$ cat src/rtl/jtl_delay_array.sv
// Array of JTL pulse-delay channels behind an OFF/RAMP/ON bias sequencer.
// Optional per-channel minimum-separation check: define JTL_SEP_CHECK_EN.
module jtl_delay_array #(
  parameter int CHANNELS = 4,
  parameter int STAGES   = 8,
  parameter int RAMP_CYC = 4,
  parameter int MIN_SEP  = 3,
  localparam int DW      = $clog2(STAGES + 1)
) (
  input  logic                clk,
  input  logic                rst_n,
  input  logic                bias_en,
  input  logic [DW-1:0]       dly_sel,
  input  logic [CHANNELS-1:0] in,
  input  logic                err_clr,
  output logic [CHANNELS-1:0] out,
  output logic                ready,
  output logic [CHANNELS-1:0] err,
  output logic [1:0]          state_o
);

  localparam int RCW = $clog2(RAMP_CYC + 1);
  localparam int TW  = (STAGES > 1) ? $clog2(STAGES) : 1;
  localparam logic [DW-1:0]  STAGES_W   = DW'(STAGES);
  localparam logic [RCW-1:0] RAMP_LAST  = RCW'(RAMP_CYC - 1);

  typedef enum logic [1:0] {
    S_OFF  = 2'd0,
    S_RAMP = 2'd1,
    S_ON   = 2'd2
  } state_t;

  state_t              state_q;
  logic [RCW-1:0]      ramp_cnt_q;
  logic [DW-1:0]       d_q;
  logic [DW-1:0]       d_d;
  logic                ready_q;
  logic [STAGES-1:0]   sr_q [CHANNELS];
  logic [CHANNELS-1:0] out_q;
  logic [CHANNELS-1:0] acc;
  logic [TW-1:0]       tap;
  logic                on_active;

  // ready is a level status, not a handshake: pulses on in are only taken
  // while ready is high and bias_en is still sampled high on that edge.
  assign on_active = (state_q == S_ON) && bias_en;
  assign ready     = ready_q;
  assign out       = out_q;
  assign state_o   = state_q;

  always_comb begin
    d_d = dly_sel;
    if (dly_sel == '0) begin
      d_d = DW'(1);
    end else if (dly_sel > STAGES_W) begin
      d_d = STAGES_W;
    end
  end

  assign tap = TW'(d_q - DW'(1));

  always_ff @(posedge clk or negedge rst_n) begin
    if (!rst_n) begin
      state_q    <= S_OFF;
      ramp_cnt_q <= '0;
      d_q        <= DW'(1);
      ready_q    <= 1'b0;
    end else if (!bias_en) begin
      state_q    <= S_OFF;
      ramp_cnt_q <= '0;
      ready_q    <= 1'b0;
    end else begin
      case (state_q)
        S_OFF: begin
          state_q    <= S_RAMP;
          ramp_cnt_q <= '0;
        end
        S_RAMP: begin
          if (ramp_cnt_q == RAMP_LAST) begin
            state_q <= S_ON;
            ready_q <= 1'b1;
            d_q     <= d_d;
          end else begin
            ramp_cnt_q <= ramp_cnt_q + RCW'(1);
          end
        end
        S_ON: begin
          state_q <= S_ON;
          ready_q <= 1'b1;
        end
        default: begin
          state_q <= S_OFF;
          ready_q <= 1'b0;
        end
      endcase
    end
  end

  // A pulse accepted at edge k lands in sr[0] and reaches out at edge k+D.
  always_ff @(posedge clk or negedge rst_n) begin
    if (!rst_n) begin
      out_q <= '0;
      for (int c = 0; c < CHANNELS; c++) begin
        sr_q[c] <= '0;
      end
    end else begin
      for (int c = 0; c < CHANNELS; c++) begin
        if (on_active) begin
          if (STAGES > 1) begin
            sr_q[c] <= {sr_q[c][STAGES-2:0], acc[c]};
          end else begin
            sr_q[c] <= STAGES'(acc[c]);
          end
          out_q[c] <= sr_q[c][tap];
        end else begin
          sr_q[c]  <= '0;
          out_q[c] <= 1'b0;
        end
      end
    end
  end

`ifdef JTL_SEP_CHECK_EN
  localparam int SW = $clog2(MIN_SEP + 1);
  localparam logic [SW-1:0] MIN_SEP_W = SW'(MIN_SEP);

  logic [SW-1:0]       sep_cnt_q [CHANNELS];
  logic [CHANNELS-1:0] seen_q;
  logic [CHANNELS-1:0] err_q;
  logic [CHANNELS-1:0] rej;

  // seen_q clears outside ON so the first pulse of each ON period always passes.
  always_comb begin
    acc = '0;
    rej = '0;
    for (int c = 0; c < CHANNELS; c++) begin
      if (on_active && in[c]) begin
        if (!seen_q[c] || (sep_cnt_q[c] >= MIN_SEP_W)) begin
          acc[c] = 1'b1;
        end else begin
          rej[c] = 1'b1;
        end
      end
    end
  end

  always_ff @(posedge clk or negedge rst_n) begin
    if (!rst_n) begin
      seen_q <= '0;
      err_q  <= '0;
      for (int c = 0; c < CHANNELS; c++) begin
        sep_cnt_q[c] <= '0;
      end
    end else begin
      err_q <= (err_q & ~{CHANNELS{err_clr}}) | rej;
      for (int c = 0; c < CHANNELS; c++) begin
        if (!on_active) begin
          seen_q[c]    <= 1'b0;
          sep_cnt_q[c] <= '0;
        end else if (acc[c]) begin
          seen_q[c]    <= 1'b1;
          sep_cnt_q[c] <= SW'(1);
        end else if (sep_cnt_q[c] < MIN_SEP_W) begin
          sep_cnt_q[c] <= sep_cnt_q[c] + SW'(1);
        end
      end
    end
  end

  assign err = err_q;
`else
  logic unused_err_clr;

  assign acc            = on_active ? in : '0;
  assign err            = '0;
  assign unused_err_clr = err_clr;
`endif

endmodule
$ cat config.mk
export PLATFORM = sky130hd
export DESIGN_NAME = jtl_delay_array
export DESIGN_NICKNAME = d
export VERILOG_FILES = /design/src/rtl/jtl_delay_array.sv
export SDC_FILE = /design/constraint.sdc
export NUM_CORES = 1
export LEC_CHECK = 0
export ABC_AREA = 1
export CORE_AREA = 2 2 67 69
export CTS_CLUSTER_DIAMETER = 80
export CTS_CLUSTER_SIZE = 16
export DETAILED_ROUTE_END_ITERATION = 10
export DIE_AREA = 0 0 69 71
export PLACE_DENSITY = 0.82
export SLEW_MARGIN = 20
export SYNTH_ARGS = -nofsm -noshare
export SYNTH_HDL_FRONTEND = slang
export SYNTH_SLANG_ARGS = --single-unit
export TNS_END_PERCENT = 20
$ cat constraint.sdc
create_clock -name clk -period 1.6 [get_ports clk]
set_input_delay 0.48 -clock clk [delete_from_list [all_inputs] [get_ports clk]]
set_output_delay 0.48 -clock clk [all_outputs]
set_load 0.005 [all_outputs]
After elaboration in Yosys (flattened, before gate mapping)
Cells that the tools add are included.
{ "word_totals": {"mem_bits_ro": 0, "mem_bits_rw": 0, "memories": 0, "latchBits": 0, "output_inout_bits": 11, "wordCells": 53, "regBits": 45, "input_bits": 12} }
{ "classes": {"n_shift": 0, "n_addsub": 2, "multipliers": 0, "reduce_logical": 6, "n_eq_ne": 7, "bitwise_logic": 0, "n_mux": 27, "n_div": 0, "n_lt_le_gt_ge": 2} }
{ "ops": {"columns": ["operator", "count"], "rows": [
  ["8-bit 2-to-1 mux", 4],
  ["1-bit binary-select mux with 3-bit select", 4],
  ["3-bit 2-to-1 mux", 4],
  ["1-bit 2-to-1 mux", 10],
  ["3-bit inequality test, second input constant", 2],
  ["2-bit one-hot mux with 3 select lines", 1],
  ["3-bit one-hot mux with 2 select lines", 1],
  ["4-bit > comparator, second input constant", 1],
  ["4-bit zero test", 1],
  ["3-bit by 4-bit < comparator with 1-bit output, second input constant", 1],
  ["2-bit 2-to-1 mux", 2],
  ["2-bit AND reduction", 2],
  ["3-bit by 1-bit adder with 3-bit output, second input constant", 1],
  ["3-bit by 2-bit == test with 1-bit output, second input constant", 1],
  ["3-bit by 1-bit inequality test with 1-bit output, second input constant", 1],
  ["1-bit one-hot mux with 3 select lines", 1],
  ["3-bit AND reduction", 1],
  ["3-bit by 1-bit subtractor with 3-bit output, second input constant", 1],
  ["2-bit by 1-bit == test with 1-bit output, second input constant", 1],
  ["2-bit == test, second input constant", 1],
  ["2-bit zero test", 1],
  ["2-bit inequality test, second input constant", 1],
  ["1-bit logical AND", 1]
]} }

Depth between registers and ports, before layout
{ "depth": {"ltp_word": 4, "mapped_depth": 10, "mapped_depth_nobuf": 7} }

Worst setup path before layout
OpenSTA, ideal clock, no wires.
{ "synth_path": {"kind": "register to register", "startpoint": "register d_q[0]", "endpoint": "register out_q[0], in the netlist out[0]", "stages_incl_launch_ff": 11, "t_required_ns": 1.529, "arrival_time_ns": 1.645, "setup_ns": 0.071, "period_less_slack_ns": 1.716, "slack_ns": -0.116, "n_path_buf": 3, "cell_sequence": "dfstp_2 > buf_6 > inv_4 > buf_6 > ha_1 > buf_2 > inv_1 > nand3_1 > nand2_1 > nor2_1 > nor2_1"} }
{ "synth_via": {"elab_chain_len": 4} }
{ "synth_lines": {"columns": ["element", "line", "text"], "rows": [
  ["from (decl)", "35", "logic [DW-1:0] d_q;"],
  ["from (signal assigned)", "66", "d_q <= DW'(1);"],
  ["from (signal assigned)", "82", "d_q <= d_d;"],
  ["3-bit by 1-bit subtractor with 3-bit output", "60", "assign tap = TW'(d_q - DW'(1));"],
  ["1-bit binary-select mux with 3-bit select", "114", "out_q[c] <= sr_q[c][tap];"],
  ["1-bit 2-to-1 mux (not written as such)", "114", null],
  ["1-bit 2-to-1 mux", "108", "if (on_active) begin"],
  ["to (signal, indexed assignment)", "114", null],
  ["to (decl)", "39", "logic [CHANNELS-1:0] out_q;"]
]} }
No other way between the ends. The select of a mux whose other input is x is not followed.
A chain may end at the register's enable or synchronous reset.

Worst setup path in the final report
{ "layout_path": {"startpoint": "register d_q[0]", "endpoint": "register out_q[1], in the netlist out[1]"} }
Same word-level chain as after synthesis.

==> run summary <==
DR DRC count = 0
Max Slew Vio Count = 0
Site Rows = 24
Worst slack, placed = -0.09928 ns
DP HPWL = 2296 µm
Cell variety after synth = 21
Commonest non-fill, non-tap cells in the layout = nand2_1 (50), inv_1 (45), dfrtp_1 (44), nor2_1 (40), nand3_1 (22)
Worst-skew pair later-pin latency = 0.30 ns
Post-Syn Area = 2024 µm²
DIE WIDTH = 69 µm
H-tree Lvls = 2
Gp weighted congestion = 0.7187
Multi-input combinational cell area = 658.1 µm²
Leak = 1.275 nW
Reg2reg end = out[1]
Post-synthesis register bit count = 45
Max Clock Freq = 0.6764 GHz
Hold WS = 0.1396 ns
PwrDens = 1024 nW/µm²
Synthesized instance count = 237
Status = completed
Cts hold-fix bufs = 0
DRT Pass-1 Iters = 4
Io pins = 23
Most common cell after layout, fill and taps aside = nand2_1
Worst-path maximum fanout = 8
ANT nets after route = 0
Max clock buf depth = 2
Fin crit period = 1.478 ns
Global route overflow = 0
Post-Route WL = 3375 µm
Final setup margin = 0.1216 ns
Yosys Warn Count = 0
Clock Root Buffer = clkbuf_8
Port bufs = 17
Initial antenna violation count = 0
Avg Cell Area, Syn = 8.542 µm²
Die height = 71 µm
Final worst-path cycle share = 92.40%
# setup viols final = 0
First-pass GRT wire length = 6403 µm
CP arrival = 1.67 ns
Max incr delay on CP = 0.56 ns
Worst r2r src = d_q[0]
Max-cap violations = 0
Core area = 4204 µm²
Pin count of the biggest net entering global routing = 27
Crit-path cells = inv_4 > ha_4 > xnor2_2 > nand3_1 > nand2_1 > nor2_1
DR WL/cell = 10.68 µm
Die area = 4899 µm²
RSZ-0062 raised after global routing = false
Worst Hold Class = in -> async
CP Data Required Time = 1.79 ns
CP Class = reg -> reg
Hold Vio Cnt, Final = 0
Register Area = 1127 µm²
Worst setup SP type = register
FF-to-FF setup slack = 0.12 ns
Reg2Reg Depth = 6
Final Cell Area = 2365 µm²
Vias in the first global route = 1,496
Setup Skew = 0.005326 ns
Final Net Count = 282
Worst setup EP type = register
Area delta synth->final = 16.81%
Peak VDD IR = 0.6758 mV
Num CTS Buffers = 5
CTS tree = yes
Via density = 4.690
Filler cell count in the final layout = 399
Clock-pin slew on the worst setup and hold paths = 0.08 ns
GRT Util Overall = 16.14%
Post-placement cell area = 2265 µm²
Sequential area share after synthesis = 55.69%
Initial Utilization = 48.15%
Ant diodes = 0
Max stage delay cell, worst path = dfstp_2
Vias = 1,482
Ratio of cells with drive above 1 in the final layout = 10.23%
Drt initial violations = 70
Clock sink count = 45
## kinds of logic after synthesis
logic type / synth area share (%)
AND/OR/NAND/NOR: 23.61
XOR/XNOR: 0.8037
other: 0.1852
flip-flops: 55.69
buffers and inverters: 12.98
AO/OA/AOI/OAI: 3.028
adder cells (fa/ha/maj): 3.708
## worst max-delay path by stage
stage | to | startpoint | depth (start not counted)
finish | out[1] | d_q[0] | 6
detailed placement | ready | bias_en | 6
floorplan | out[0] | d_q[0] | 10
global placement | ready | bias_en | 6
global route | out[0] | d_q[0] | 6
CTS | out[2] | out[2] | 1
## metrics by stage
step | setup TNS [ns] | utilization, % | power, mW | std cells
floorplan | 0 | - | 1.540 | 240
global placement | -0.2123 | 53.87 | 1.714 | 307
detailed placement | -0.4274 | 53.87 | 1.730 | 307
CTS | 0 | 56.13 | 2.444 | 316
global route | 0 | 56.25 | 2.562 | 316
finish | 0 | 56.25 | 2.422 | 316
## cell usage after synthesis (all sizes together)
cell type / n / share of area, %
dfrtp: 44 / 54
nand3: 23 / 5.9
ha: 6 / 3.7
xnor2: 1 / 0.80
o21ai: 4 / 1.2
conb: 1 / 0.19
dfstp: 1 / 1.3
inv: 47 / 8.8
buf: 11 / 4.1
o22ai: 2 / 0.62
nand2: 50 / 9.3
nor2: 41 / 8.0
or2: 1 / 0.43
a21oi: 5 / 1.2
## metal layers
| layer | vias to the layer above | wire length, µm | track usage, % |
|---|---|---|---|
| li1 | 745 | - | - |
| met1 | 703 | 1571 | 21.33 |
| met2 | 29 | 1613 | 26.60 |
| met3 | 5 | 145 | 3.989 |
| met4 | 0 | 44 | 4.793 |
| met5 | - | 0 | 0 |
## worst max-delay path: cells and delay by family (launching register included)
kind | cells | cell delay (ns)
and+or+nand+nor | 3 | 0.26
xor gates and xnor gates | 1 | 0.36
buffers and inverters | 1 | 0.04
adders and majority gates | 1 | 0.15
DFF | 1 | 0.56
## final cells by class
type | count | area share (%)
clock buffers | 7 | 3.651
inverters | 47 | 7.672
multi-input cells | 137 | 27.83
flip-flops and latches | 45 | 47.67
well taps | 52 | 2.751
repair buffers | 28 | 10.42
## flip-flops by register name, indices dropped and copies added (netlist names)
name,count
ready,1
state_o,2
ramp_cnt_q,3
out,4
sr_q,32
d_q,3
## where the power goes
group          switching, mW  leakage (nW)  total [mW]  internal [mW]
clock                  0.360        0.0443       0.703          0.343
sequential            0.0298         0.616        1.22           1.19
combinational          0.292         0.615       0.496          0.203
total                  0.682          1.27        2.42           1.74
## repair_timing
| item | CTS | global route |
|---|---|---|
| setup endpoints to repair | 5 | 2 |
| setup buffers | 2 | 0 |
| resized for setup | 5 | 2 |
No activity file was read; power rests on OpenSTA's default activity.
